### config.mk
export PLATFORM = sky130hd
export DESIGN_NAME = mem_access_ctrl
export DESIGN_NICKNAME = d
export VERILOG_FILES = /design/src/rtl/mem_pkg.sv /design/src/rtl/store_align.sv /design/src/rtl/mem_access_ctrl.sv
export SDC_FILE = /design/constraint.sdc
export NUM_CORES = 1
export LEC_CHECK = 0
export CORE_MARGIN = 3
export CORE_UTILIZATION = 46
export CTS_CLUSTER_DIAMETER = 80
export DETAILED_ROUTE_END_ITERATION = 7
export GPL_ROUTABILITY_DRIVEN = 0
export PLACE_DENSITY = 0.93
export SLEW_MARGIN = 20
export SYNTH_ARGS = -nofsm -noshare
export SYNTH_HDL_FRONTEND = slang
export SYNTH_SLANG_ARGS = --single-unit
### constraint.sdc
create_clock -name clk -period 4.2 [get_ports clk]
set_input_delay 1.26 -clock clk [delete_from_list [all_inputs] [get_ports clk]]
set_output_delay 1.26 -clock clk [all_outputs]
set_load 0.05 [all_outputs]
### src/rtl/mem_pkg.sv
// Shared encodings and helpers for the MEM-stage data-memory access path.
package mem_pkg;

    typedef enum logic [2:0] {
        OpLb  = 3'b000,
        OpLbu = 3'b001,
        OpLh  = 3'b010,
        OpLhu = 3'b011,
        OpLw  = 3'b100,
        OpSb  = 3'b101,
        OpSh  = 3'b110,
        OpSw  = 3'b111
    } mem_op_e;

    localparam logic [1:0] SizeByte = 2'd0;
    localparam logic [1:0] SizeHalf = 2'd1;
    localparam logic [1:0] SizeWord = 2'd2;

    typedef enum logic [2:0] {
        StIdle,
        StReq,
        StWait,
        StDone,
        StCancel
    } state_e;

    function automatic logic op_is_store(input logic [2:0] op);
        return op[2] & (op[1] | op[0]);
    endfunction

    function automatic logic [1:0] op_size(input logic [2:0] op);
        logic [1:0] size;
        case (op)
            OpLb, OpLbu, OpSb: size = SizeByte;
            OpLh, OpLhu, OpSh: size = SizeHalf;
            default:           size = SizeWord;
        endcase
        return size;
    endfunction

    function automatic logic op_misaligned(input logic [2:0] op, input logic [1:0] addr_lo);
        logic mis;
        case (op_size(op))
            SizeHalf: mis = addr_lo[0];
            SizeWord: mis = |addr_lo;
            default:  mis = 1'b0;
        endcase
        return mis;
    endfunction

endpackage

### src/rtl/store_align.sv
// Store lane steering: derives bus size, byte strobes and lane-replicated write data.
module store_align
    import mem_pkg::*;
(
    input  logic [2:0]  i_op,
    input  logic [1:0]  i_addr_lo,
    input  logic [31:0] i_wdata,
    output logic [1:0]  o_size,
    output logic [3:0]  o_wstrb,
    output logic [31:0] o_wdata
);

    always_comb begin
        o_size  = op_size(i_op);
        o_wstrb = 4'b0000;
        o_wdata = '0;
        // Loads leave strobes and data at zero so the bus never sees stale lanes.
        if (op_is_store(i_op)) begin
            case (op_size(i_op))
                SizeByte: begin
                    o_wstrb = 4'b0001 << i_addr_lo;
                    o_wdata = {4{i_wdata[7:0]}};
                end
                SizeHalf: begin
                    o_wstrb = i_addr_lo[1] ? 4'b1100 : 4'b0011;
                    o_wdata = {2{i_wdata[15:0]}};
                end
                default: begin
                    o_wstrb = 4'b1111;
                    o_wdata = i_wdata;
                end
            endcase
        end
    end

endmodule

### src/rtl/mem_access_ctrl.sv
// MEM-stage data-memory access controller: issues one load/store at a time on the
// req/addr_ok/data_ok bus, flags misaligned accesses and hands load words to memdec.
module mem_access_ctrl
    import mem_pkg::*;
#(
    parameter int unsigned ADDR_W = 32,
    parameter int unsigned DATA_W = 32
) (
    input  logic              clk,
    input  logic              resetn,
    input  logic              mem_en,
    input  logic [2:0]        mem_op,
    input  logic [ADDR_W-1:0] mem_addr,
    input  logic [DATA_W-1:0] mem_wdata,
    input  logic              flush,
    output logic              data_req,
    output logic              data_wr,
    output logic [1:0]        data_size,
    output logic [ADDR_W-1:0] data_addr,
    output logic [3:0]        data_wstrb,
    output logic [DATA_W-1:0] data_wdata,
    input  logic              data_addr_ok,
    input  logic              data_data_ok,
    input  logic [DATA_W-1:0] data_rdata,
    output logic              stall,
    output logic              adel,
    output logic              ades,
    output logic              ld_valid,
    output logic [DATA_W-1:0] ld_rdata,
    output logic [1:0]        ld_addrch,
    output logic [2:0]        ld_op
);

    state_e r_state;
    state_e w_state_next;

    logic [ADDR_W-1:0] r_addr;
    logic [2:0]        r_op;
    logic              r_wr;
    logic [1:0]        r_size;
    logic [3:0]        r_wstrb;
    logic [DATA_W-1:0] r_wdata;
    logic [DATA_W-1:0] r_rdata;

    logic              w_misaligned;
    logic              w_err;
    logic              w_can_launch;
    logic              w_launch;
    logic              w_capture;
    logic              w_stall;
    logic              w_req;
    logic              w_ld_valid;
    logic [1:0]        w_size;
    logic [3:0]        w_wstrb;
    logic [DATA_W-1:0] w_wdata;

    store_align u_store_align (
        .i_op      (mem_op),
        .i_addr_lo (mem_addr[1:0]),
        .i_wdata   (mem_wdata),
        .o_size    (w_size),
        .o_wstrb   (w_wstrb),
        .o_wdata   (w_wdata)
    );

    assign w_misaligned = op_misaligned(mem_op, mem_addr[1:0]);
    assign w_err        = mem_en && !flush && w_misaligned;
    assign adel         = w_err && !op_is_store(mem_op);
    assign ades         = w_err && op_is_store(mem_op);

    assign w_can_launch = mem_en && !flush && !w_misaligned;
    assign w_launch     = w_can_launch && ((r_state == StIdle) || (r_state == StDone));

    // A flush racing the response drops the result, so the load word is not captured.
    assign w_capture = (r_state == StWait) && data_data_ok && !flush && !op_is_store(r_op);

    always_comb begin
        w_state_next = r_state;
        w_stall      = 1'b0;
        w_req        = 1'b0;
        w_ld_valid   = 1'b0;
        unique case (r_state)
            StIdle: begin
                if (w_launch) begin
                    w_state_next = StReq;
                    w_stall      = 1'b1;
                end
            end
            StReq: begin
                w_req   = 1'b1;
                w_stall = 1'b1;
                // Once accepted the bus owes a response, so a late flush must drain it.
                if (data_addr_ok) begin
                    w_state_next = flush ? StCancel : StWait;
                end else if (flush) begin
                    w_state_next = StIdle;
                end
            end
            StWait: begin
                w_stall = 1'b1;
                if (data_data_ok) begin
                    w_state_next = flush ? StIdle : StDone;
                end else if (flush) begin
                    w_state_next = StCancel;
                end
            end
            StDone: begin
                w_ld_valid = !op_is_store(r_op);
                if (w_launch) begin
                    w_state_next = StReq;
                    w_stall      = 1'b1;
                end else begin
                    w_state_next = StIdle;
                end
            end
            StCancel: begin
                w_stall = mem_en;
                if (data_data_ok) begin
                    w_state_next = StIdle;
                end
            end
            default: begin
                w_state_next = StIdle;
            end
        endcase
    end

    always_ff @(posedge clk or negedge resetn) begin
        if (!resetn) begin
            r_state <= StIdle;
        end else begin
            r_state <= w_state_next;
        end
    end

    always_ff @(posedge clk or negedge resetn) begin
        if (!resetn) begin
            r_addr  <= '0;
            r_op    <= '0;
            r_wr    <= 1'b0;
            r_size  <= '0;
            r_wstrb <= '0;
            r_wdata <= '0;
            r_rdata <= '0;
        end else begin
            if (w_launch) begin
                r_addr  <= mem_addr;
                r_op    <= mem_op;
                r_wr    <= op_is_store(mem_op);
                r_size  <= w_size;
                r_wstrb <= w_wstrb;
                r_wdata <= w_wdata;
            end
            if (w_capture) begin
                r_rdata <= data_rdata;
            end
        end
    end

    assign data_req   = w_req;
    assign data_wr    = r_wr;
    assign data_size  = r_size;
    assign data_addr  = r_addr;
    assign data_wstrb = r_wstrb;
    assign data_wdata = r_wdata;
    assign stall      = w_stall;
    assign ld_valid   = w_ld_valid;
    assign ld_rdata   = r_rdata;
    assign ld_addrch  = r_addr[1:0];
    assign ld_op      = r_op;

endmodule
==> run summary, run 1 <==
die span in x = 111.2 µm
Yosys warning count = 0
antenna diode count = 0
CP top delay family = simple AND/OR/NAND/NOR gates
Clock Pin Slew Worst Setup and Hold Paths = 0.09 ns
Max stage delay cell, worst path = or3b_4
cells along the critical path = dlygate4sd2_1 > nor2b_1 > a221o_1 > or3b_4 > nor2_4 > buf_12
gr usage total = 0.2186
Util after Layout = 0.7288
largest net degree at the start of global routing = 49
setup ws final = 0.2593 ns
DIE AREA = 0.01236 mm²
worst r2r path cells = 4
Die Span Y = 111.2 µm
worst rel slew slack = 0.4953
Num CTS Buffers = 9
final setup violation count = 0
GRT busiest layer = met2
max-slew violation count = 0
filler instances = 703
detailed-route via count = 3811
setup repair bufs after CTS = 0
Total Nets Final = 704
P per Cell Area = 619.0 mW/mm²
cts hold-fix bufs = 0
CTS tree = yes
Max Cap Viol = 0
Synth Instances = 382
clk root buf = clkbuf_8
Lkg Pwr = 3.417 nW
Initial Util = 0.4822
Synth area leaders = dfrtp_1 54%, mux2_4 15%, mux2_1 12%
cell with the most instances after synthesis = dfrtp_1
Crit. path cell count = 6
DR WL/cell = 18.17 µm
Synth top cells by count = 109 x dfrtp_1, 56 x mux2_1, 50 x mux2_4
hold path cells = 1
worst path arrival time = 2.68 ns
share of layout cells above drive strength 1 = 0.1540
largest area contributor in the netlist = dfrtp_1
Fin Hold WS = 0.4997 ns
endpoints failing hold = 0
EDFF count, synth = 0
synthesis-stage register bit count = 109
sequential share of the synthesized area = 0.5359
ys async rst share = 1.000
First DRT Iteration DRCs = 164
kind of critical path = in -> out
outcome = completed
synthesized cell area = 0.005090 mm²
# DRC = 0
initial antenna violation count = 0
first-pass GRT wire length = 21.54 mm
Routed Antenna Nets = 0
Netlist cell types = 31
Post-synth top flop = dfrtp_1
dpl hpwl = 10.26 mm
multi-input gate area in the final layout = 0.002172 mm²
Vias/cell = 5.150
worst-path maximum fanout = 3
CP max stage delay = 0.42 ns
Max VDD drop = 0.0003850 V
Synth top area share = 0.5359
First-pass DRT Iterations = 6
Achievable Freq = 253.8 MHz
global route overflow = 0
deepest clock path buffer count = 2
CP Capture Type = primary output
Cell Rows = 37
io pins = 218
Core ar. = 0.01056 mm²
GR Layer Usage met2 = 0.3800
Worst Clk Skew = 0.008684 ns
worst-margin pin slew = 0.7570 ns
met3 Resource Use GR = 0.06004
Buf/Inv on CP = 2
Reg area = 0.002728 mm²
WL final = 13.45 mm
Avg Cell Area, Syn = 13.32 µm²
clock sink count = 109
Required @ worst endpoint = 2.94 ns
RSZ-0062 raised after global routing = no
startpoint types = input port
H-tree lvl count = 3
Period minus WS final = 3.941 ns
count of input and output buffers = 217
worst min-delay path class = reg -> reg
met1 usage = 0.2555
Area growth, synth to finish = 51.13%
Fin Setup TNS = 0 ns
clock latency on the worst-skew pair = 0.36 ns
pre-CTS WS = -0.07882 ns
syn_nets = 487
vias in the first global route = 4011
Final Cycle Share = 0.9383
-- routing by layer --
| layer | wire length [µm] | up-vias |
|---|---|---|
| met1 | 5252 | 1845 |
| met5 | 0 | - |
| met3 | 1051 | 32 |
| met2 | 6742 | 186 |
| met4 | 398 | 0 |
| li1 | - | 1748 |
-- cells in the final DEF (no fill, tap or decap), types with 2 or more instances in the layout --
| master | n |
|---|---|
| a21boi_0 | 26 |
| a21oi_1 | 3 |
| buf_12 | 3 |
| buf_4 | 15 |
| bufinv_16 | 3 |
| clkbuf_8 | 10 |
| clkdlybuf4s50_1 | 208 |
| dfrtp_1 | 109 |
| dlymetal6s2s_1 | 4 |
| inv_1 | 15 |
| inv_6 | 2 |
| mux2_1 | 56 |
| mux2_2 | 5 |
| mux2_4 | 50 |
| mux2i_1 | 10 |
| nand2_1 | 44 |
| nand2b_1 | 3 |
| nand3_1 | 2 |
| nor2_1 | 3 |
| nor2_4 | 2 |
| nor2b_1 | 6 |
| nor3_1 | 2 |
| nor3b_1 | 2 |
| o21ai_0 | 7 |
-- logic make-up after synthesis --
| kind of cell | synth area share |
|---|---|
| compound gates | 0.05924 |
| buf+inv | 0.04179 |
| flops | 0.5359 |
| mux | 0.3021 |
| simple gates | 0.06097 |
-- sequential cells by signal, summed over array words and instances, names as in the netlist --
signal,flops
data_wdata,32
data_wr,1
data_addr,32
ld_op,3
data_wstrb,4
r_state,3
ld_rdata,32
data_size,2
-- timing repair --
item,CTS,global route
gates resized for setup,6,4
endpoints found under the setup margin,2,2
pin swaps,2,1
-- final timing paths --
path	start	to	slack, ns
max	mem_addr[0]	ades	0.26
min	data_wdata[20]	data_wdata[20]	0.50
max reg2reg	r_state[2]	data_wdata[21]	1.78
min reg2reg	data_wdata[20]	data_wdata[20]	0.50
max in group asynchronous	resetn	data_addr[17]	2.41
min in group asynchronous	resetn	data_wdata[19]	0.91
-- per-stage QoR --
step,area (µm²),power (mW),cells
after floorplan,5090,3.115,382
final,7692,4.761,740
after global placement,7413,3.972,724
after global routing,7692,4.956,740
after CTS,7682,4.807,740
after detailed placement,7413,4.025,724
-- where the power goes --
part,switching [mW],internal (mW)
Combinational,1.52,0.934
Sequential,0.184,1.36
Clock,0.353,0.417
Total,2.05,2.71
-- final cells by class --
class / count / share of cell area
repair buffers: 231 / 0.3007
clock inverters: 6 / 0.01496
well taps: 136 / 0.02212
inverters: 15 / 0.007319
clock buffers: 10 / 0.01789
flip-flops and latches: 109 / 0.3546
multi-input cells: 233 / 0.2824
Note: power is estimated with default switching activity, not from simulation.
==> run 2, diff against run 1 <==
CORE_MARGIN = 5   (was 3)
==> run 2 against run 1 <==
  * Clock-buffer cell count is 1 lower
  * Wire length up 3.8%
  * Clock skew shrank 0.0015 ns
  * Global-route usage shrank 0.91 points
  * Final cell count increased by 0.27%
  * Sequential cell count unchanged
  * Via count stayed put
  * First-iteration DRC count shrank 4.9%
  * Maximum frequency shrank 5.2%
  * Highest routed layer unchanged
==> run summary, run 2 (same netlist as run 1, synthesis figures left out) <==
Final Power = 4.682 mW (was 4.761 mW)
most common cell after layout, fill and taps aside = clkdlybuf4s50_1 (unchanged)
worst-path maximum fanout = 3 (unchanged)
cts hold-fix bufs = 0 (unchanged)
final setup violation count = 0 (unchanged)
commonest non-fill, non-tap cells in the layout = 210 x clkdlybuf4s50_1, 109 x dfrtp_1, 56 x mux2_1 (was 208 x clkdlybuf4s50_1, 109 x dfrtp_1, 56 x mux2_1)
clk root buf = clkbuf_8 (unchanged)
Vias/cell = 5.136 (was 5.150)
max-slew violation count = 0 (unchanged)
startpoint types = input port (unchanged)
worst r2r src = r_state[1] (was r_state[2])
kind of critical path = in -> out (unchanged)
Initial Util = 0.4695 (was 0.4822)
worst rel slew slack = 0.4270 (was 0.4953)
Max stage delay cell, worst path = clkdlybuf4s50_1 (was or3b_4)
RSZ-0062 raised after global routing = no (unchanged)
setup repair bufs after CTS = 0 (unchanged)
endpoints failing hold = 0 (unchanged)
Num CTS Buffers = 9 (unchanged)
Util after Layout = 0.7050 (was 0.7288)
gr usage total = 0.2095 (was 0.2186)
deepest clock path buffer count = 2 (unchanged)
CP max stage delay = 0.44 ns (was 0.42 ns)
Max VDD drop = 0.0004340 V (was 0.0003850 V)
Total Nets Final = 701 (was 704)
cells along the critical path = clkdlybuf4s50_1 > nand2b_1 > a221o_1 > or3b_4 > nor2_4 > buf_12 (was dlygate4sd2_1 > nor2b_1 > a221o_1 > or3b_4 > nor2_4 > buf_12)
FF-to-FF End = data_addr[2] (was data_wdata[21])
largest net degree at the start of global routing = 61 (was 49)
Final Cycle Share = 0.9899 (was 0.9383)
Lkg Pwr = 3.368 nW (was 3.417 nW)
clock sink count = 109 (unchanged)
Clock Pin Slew Worst Setup and Hold Paths = 0.10 ns (was 0.09 ns)
first-pass GRT wire length = 21.85 mm (was 21.54 mm)
die span in x = 115.2 µm (was 111.2 µm)
clock latency on the worst-skew pair = 0.37 ns (was 0.36 ns)
Cell Rows = 38 (was 37)
worst-margin pin slew = 0.8595 ns (was 0.7570 ns)
filler instances = 750 (was 703)
Area growth, synth to finish = 50.15% (was 51.13%)
worst min-delay path class = reg -> reg (unchanged)
dpl hpwl = 10.79 mm (was 10.26 mm)
detailed-route via count = 3811 (unchanged)
Required @ worst endpoint = 2.94 ns (about the same)
First DRT Iteration DRCs = 156 (was 164)
io pins = 218 (unchanged)
Core ar. = 0.01084 mm² (was 0.01056 mm²)
outcome = completed (unchanged)
Die Span Y = 115.2 µm (was 111.2 µm)
WL final = 13.95 mm (was 13.45 mm)
Buf/Inv on CP = 2 (unchanged)
Worst Clk Skew = 0.007158 ns (was 0.008684 ns)
DIE AREA = 0.01327 mm² (was 0.01236 mm²)
# DRC = 0 (unchanged)
Hold Path End = data_wdata[14] (was data_wdata[20])
CP Capture Type = primary output (unchanged)
initial antenna violation count = 1 (was 0)
Routed Antenna Nets = 0 (unchanged)
hold_sp = data_wdata[14] (was data_wdata[20])
global route overflow = 0 (unchanged)
Worst Setup SP = mem_op[0] (was mem_addr[0])
hold path cells = 1 (unchanged)
CP top delay family = simple AND/OR/NAND/NOR gates (unchanged)
count of input and output buffers = 217 (unchanged)
First-pass DRT Iterations = 4 (was 6)
Achievable Freq = 240.5 MHz (was 253.8 MHz)
worst r2r path cells = 5 (was 4)
H-tree lvl count = 3 (unchanged)
DR WL/cell = 18.80 µm (was 18.17 µm)
CTS tree = yes (unchanged)
Max Cap Viol = 0 (unchanged)
share of layout cells above drive strength 1 = 0.1498 (was 0.1540)
Period minus WS final = 4.157 ns (was 3.941 ns)
vias in the first global route = 4295 (was 4011)
P per Cell Area = 612.7 mW/mm² (was 619.0 mW/mm²)
Reg2Reg Setup Slack = 1.79 ns (was 1.78 ns)
worst path arrival time = 2.90 ns (was 2.68 ns)
## run 2: final cells by class
cell class | instances | area, µm² | area share
clock buffer | 9 | 123.9 | 0.01621
clock inverter | 7 | 90.09 | 0.01179
multi-input combinational | 233 | 2172 | 0.2842
inverter | 15 | 56.30 | 0.007367
sequential | 109 | 2728 | 0.3569
tap | 140 | 175.2 | 0.02292
antenna | 1 | 2.502 | 0.0003274
timing repair buffer | 228 | 2295 | 0.3003
## run 2: per-stage QoR
stage	setup TNS, ns	cells	instance area (µm²)	worst slack [ns]	hold WS, ns
6_report	0	742	7642	0.04252	0.4993
5_1_grt	0	742	7642	0.002907	0.5241
4_1_cts	0	741	7637	0.007482	0.5020
3_5_place_dp	-0.1975	725	7408	-0.1024	0.4778
3_3_place_gp	-0.2181	725	7408	-0.1103	0.4745
2_1_floorplan	0	382	5090	0.01164	0.4987
## run 2: worst reg2reg max path: cells and delay by family (launching register included)
family / cells / cell delay (ns)
buf+inv: 1 / 0.37
flops: 1 / 0.46
mux: 1 / 0.34
simple gates: 3 / 1.15
## run 2: power breakdown
part | internal, mW | total, mW | switching [mW] | leakage, nW
Sequential | 1.36 | 1.55 | 0.196 | 1.38
Clock | 0.294 | 0.675 | 0.381 | 0.110
Combinational | 0.933 | 2.45 | 1.52 | 1.88
## run 2: metal layers
layer  track usage  vias to the layer above  routed length (µm)
met5             0                        -                   0
met3       0.06105                       22                1341
met1        0.2511                     1860                5379
met2        0.3681                      191                7005
li1              -                     1738                   -
met4       0.05790                        0                 227
## run 2: worst max-delay path by stage
stage,to,cells after the start
6_report,ades,6
5_1_grt,ades,6
4_1_cts,ades,6
3_5_place_dp,ades,6
3_3_place_gp,adel,6
2_1_floorplan,adel,5
## run 2: timing repair
item | 4_1_cts | 5_1_grt
hold endpoints to repair | 0 | 0
setup endpoints to repair | 2 | 2
pin swaps | 3 | 1
resized for setup | 7 | 1
==> run 3, diff against run 2 <==
PLACE_DENSITY = 0.86   (was 0.93)
clock period = 5.2 ns   (was 4.2 ns; I/O delays follow)
==> run 3 against run 2 <==
  * Core utilization down 0.83 points
  * Register-to-register slack better by 0.68 ns
  * Die area unchanged
  * Via count is 2.0% lower
  * Sequential share of layout area rose by 0.43 points
  * Critical path type unchanged
  * Largest cell class unchanged
  * Largest power group unchanged
  * Highest routed layer unchanged
==> run summary, run 3 (same netlist as run 1, synthesis figures left out) <==
worst path arrival time = 3.37 ns (was 2.90 ns)
cells along the critical path = clkdlybuf4s50_1 > nor2b_1 > a221o_1 > or3b_1 > nor2_1 > buf_12 (was clkdlybuf4s50_1 > nand2b_1 > a221o_1 > or3b_4 > nor2_4 > buf_12)
Fin Setup TNS = 0 ns (unchanged)
outcome = completed (unchanged)
Final Cycle Share = 0.9488
dpl hpwl = 10.23 mm (was 10.79 mm)
first-pass GRT wire length = 20.62 mm (was 21.85 mm)
Max Cap Viol = 0 (unchanged)
Vias/cell = 5.060 (was 5.136)
antenna diode count = 0 (was 1)
most common cell after layout, fill and taps aside = clkdlybuf4s50_1 (unchanged)
count of input and output buffers = 217 (unchanged)
startpoint types = input port (unchanged)
WL final = 13.30 mm (was 13.95 mm)
Required @ worst endpoint = 3.64 ns (was 2.94 ns)
die span in x = 115.2 µm (unchanged)
Lkg Pwr = 3.321 nW (was 3.368 nW)
# DRC = 0 (unchanged)
Total Nets Final = 698 (was 701)
clock latency on the worst-skew pair = 0.37 ns (about the same)
cts hold-fix bufs = 0 (unchanged)
worst-margin pin slew = 0.7636 ns (was 0.8595 ns)
CTS tree = yes (unchanged)
kind of critical path = in -> out (unchanged)
hold path cells = 1 (unchanged)
vias in the first global route = 3958 (was 4295)
Max VDD drop = 0.0003268 V (was 0.0004340 V)
setup repair bufs after CTS = 0 (unchanged)
worst rel slew slack = 0.4909 (was 0.4270)
post-CTS sizing = 0 (was 7)
worst-path maximum fanout = 5 (was 3)
clock sink count = 109 (unchanged)
Finished Layout Cells = 738 (was 742)
Clock Pin Slew Worst Setup and Hold Paths = 0.10 ns (about the same)
design area = 0.007552 mm² (was 0.007642 mm²)
initial antenna violation count = 0 (was 1)
CP top delay family = simple AND/OR/NAND/NOR gates (unchanged)
RSZ-0062 raised after global routing = no (unchanged)
H-tree lvl count = 3 (unchanged)
worst r2r src = r_state[1] (unchanged)
Max stage delay cell, worst path = clkdlybuf4s50_1 (unchanged)
deepest clock path buffer count = 2 (unchanged)
Core ar. = 0.01084 mm² (unchanged)
global route overflow = 0 (unchanged)
Die Span Y = 115.2 µm (unchanged)
final setup violation count = 0 (unchanged)
hold_sp = data_wdata[15] (was data_wdata[14])
Num CTS Buffers = 9 (unchanged)
DP Area = 0.007361 mm² (was 0.007408 mm²)
First DRT Iteration DRCs = 153 (was 156)
CP max stage delay = 0.47 ns (was 0.44 ns)
Routed Antenna Nets = 0 (unchanged)
clk root buf = clkbuf_8 (unchanged)
largest net degree at the start of global routing = 82 (was 61)
Hold Path End = data_wdata[15] (was data_wdata[14])
max-slew violation count = 0 (unchanged)
First-pass DRT Iterations = 4 (unchanged)
Reg2Reg Setup Slack = 2.47 ns (was 1.79 ns)
io pins = 218 (unchanged)
DR WL/cell = 18.02 µm (was 18.80 µm)
Achievable Freq = 202.7 MHz
Period minus WS final = 4.934 ns
P per Cell Area = 490.6 mW/mm² (was 612.7 mW/mm²)
Final Power = 3.705 mW (was 4.682 mW)
Buf/Inv on CP = 2 (unchanged)
gr usage total = 0.1992 (was 0.2095)
FF-to-FF End = data_wdata[22] (was data_addr[2])
placed cells = 722 (was 725)
endpoints failing hold = 0 (unchanged)
Initial Util = 0.4695 (unchanged)
Area growth, synth to finish = 48.38% (was 50.15%)
worst r2r path cells = 5 (unchanged)
commonest non-fill, non-tap cells in the layout = 213 x clkdlybuf4s50_1, 109 x dfrtp_1, 56 x mux2_1 (was 210 x clkdlybuf4s50_1, 109 x dfrtp_1, 56 x mux2_1)
CP Capture Type = primary output (unchanged)
detailed-route via count = 3734 (was 3811)
Cell Rows = 38 (unchanged)
DIE AREA = 0.01327 mm² (unchanged)
worst min-delay path class = reg -> reg (unchanged)
Worst Clk Skew = 0.01492 ns (was 0.007158 ns)
share of layout cells above drive strength 1 = 0.1405 (was 0.1498)
run 3: cell count changes in the layout (fill, tap and decap cells not counted), sizes merged:
cell           before  now
buf                15   12
bufinv              1    0
clkdlybuf4s50     210  213
clkinv              1    3
diode               1    0
dlygate4sd2         2    0
dlymetal6s2s        1    0
inv                20   19
run 3: cell type report:
class | count | area (µm²)
clock buffer | 9 | 123.9
clock inverter | 7 | 63.81
fill | 763 | 3288
inverter | 15 | 56.30
multi-input combinational | 233 | 2155
sequential | 109 | 2728
tap | 140 | 175.2
timing repair buffer | 225 | 2251
run 3: per-stage QoR:
step	util	hold slack (ns)	setup slack (ns)
6_report	0.6967	0.4936	0.2665
2_1_floorplan	-	0.4987	0.4116
3_3_place_gp	0.6790	0.4707	0.2789
4_1_cts	0.6963	0.4975	0.2607
5_1_grt	0.6967	0.5171	0.1442
3_5_place_dp	0.6790	0.4737	0.2618
run 3: worst reg2reg max path, delay by kind of cell (launching register included):
kind | cells | cell delay [ns]
buf+inv | 1 | 0.61
mux | 1 | 0.40
simple gates | 3 | 1.15
flops | 1 | 0.46
run 3: per-layer routing:
metal,GRT usage,vias up,share of wire
met1,0.2451,1807,0.40
met4,0.07512,0,0.026
li1,-,1737,-
met2,0.3337,164,0.48
met5,0,-,0
met3,0.05632,26,0.086
run 3: worst max path at each step:
stage,startpoint,to,slack (ns),cells past startpoint
2_1_floorplan,mem_op[1],adel,0.41,5
3_3_place_gp,mem_op[1],adel,0.28,6
3_5_place_dp,mem_op[1],adel,0.26,6
4_1_cts,mem_op[1],ades,0.26,6
5_1_grt,mem_op[1],ades,0.14,6
6_report,mem_op[1],ades,0.27,6
run 3: report_power, final:
part / internal, mW / switching [mW] / leakage [nW] / total [mW]
logic: 0.750 / 1.22 / 1.85 / 1.97
registers: 1.10 / 0.146 / 1.38 / 1.24
clock network: 0.186 / 0.305 / 0.0967 / 0.491
total: 2.03 / 1.67 / 3.32 / 3.70
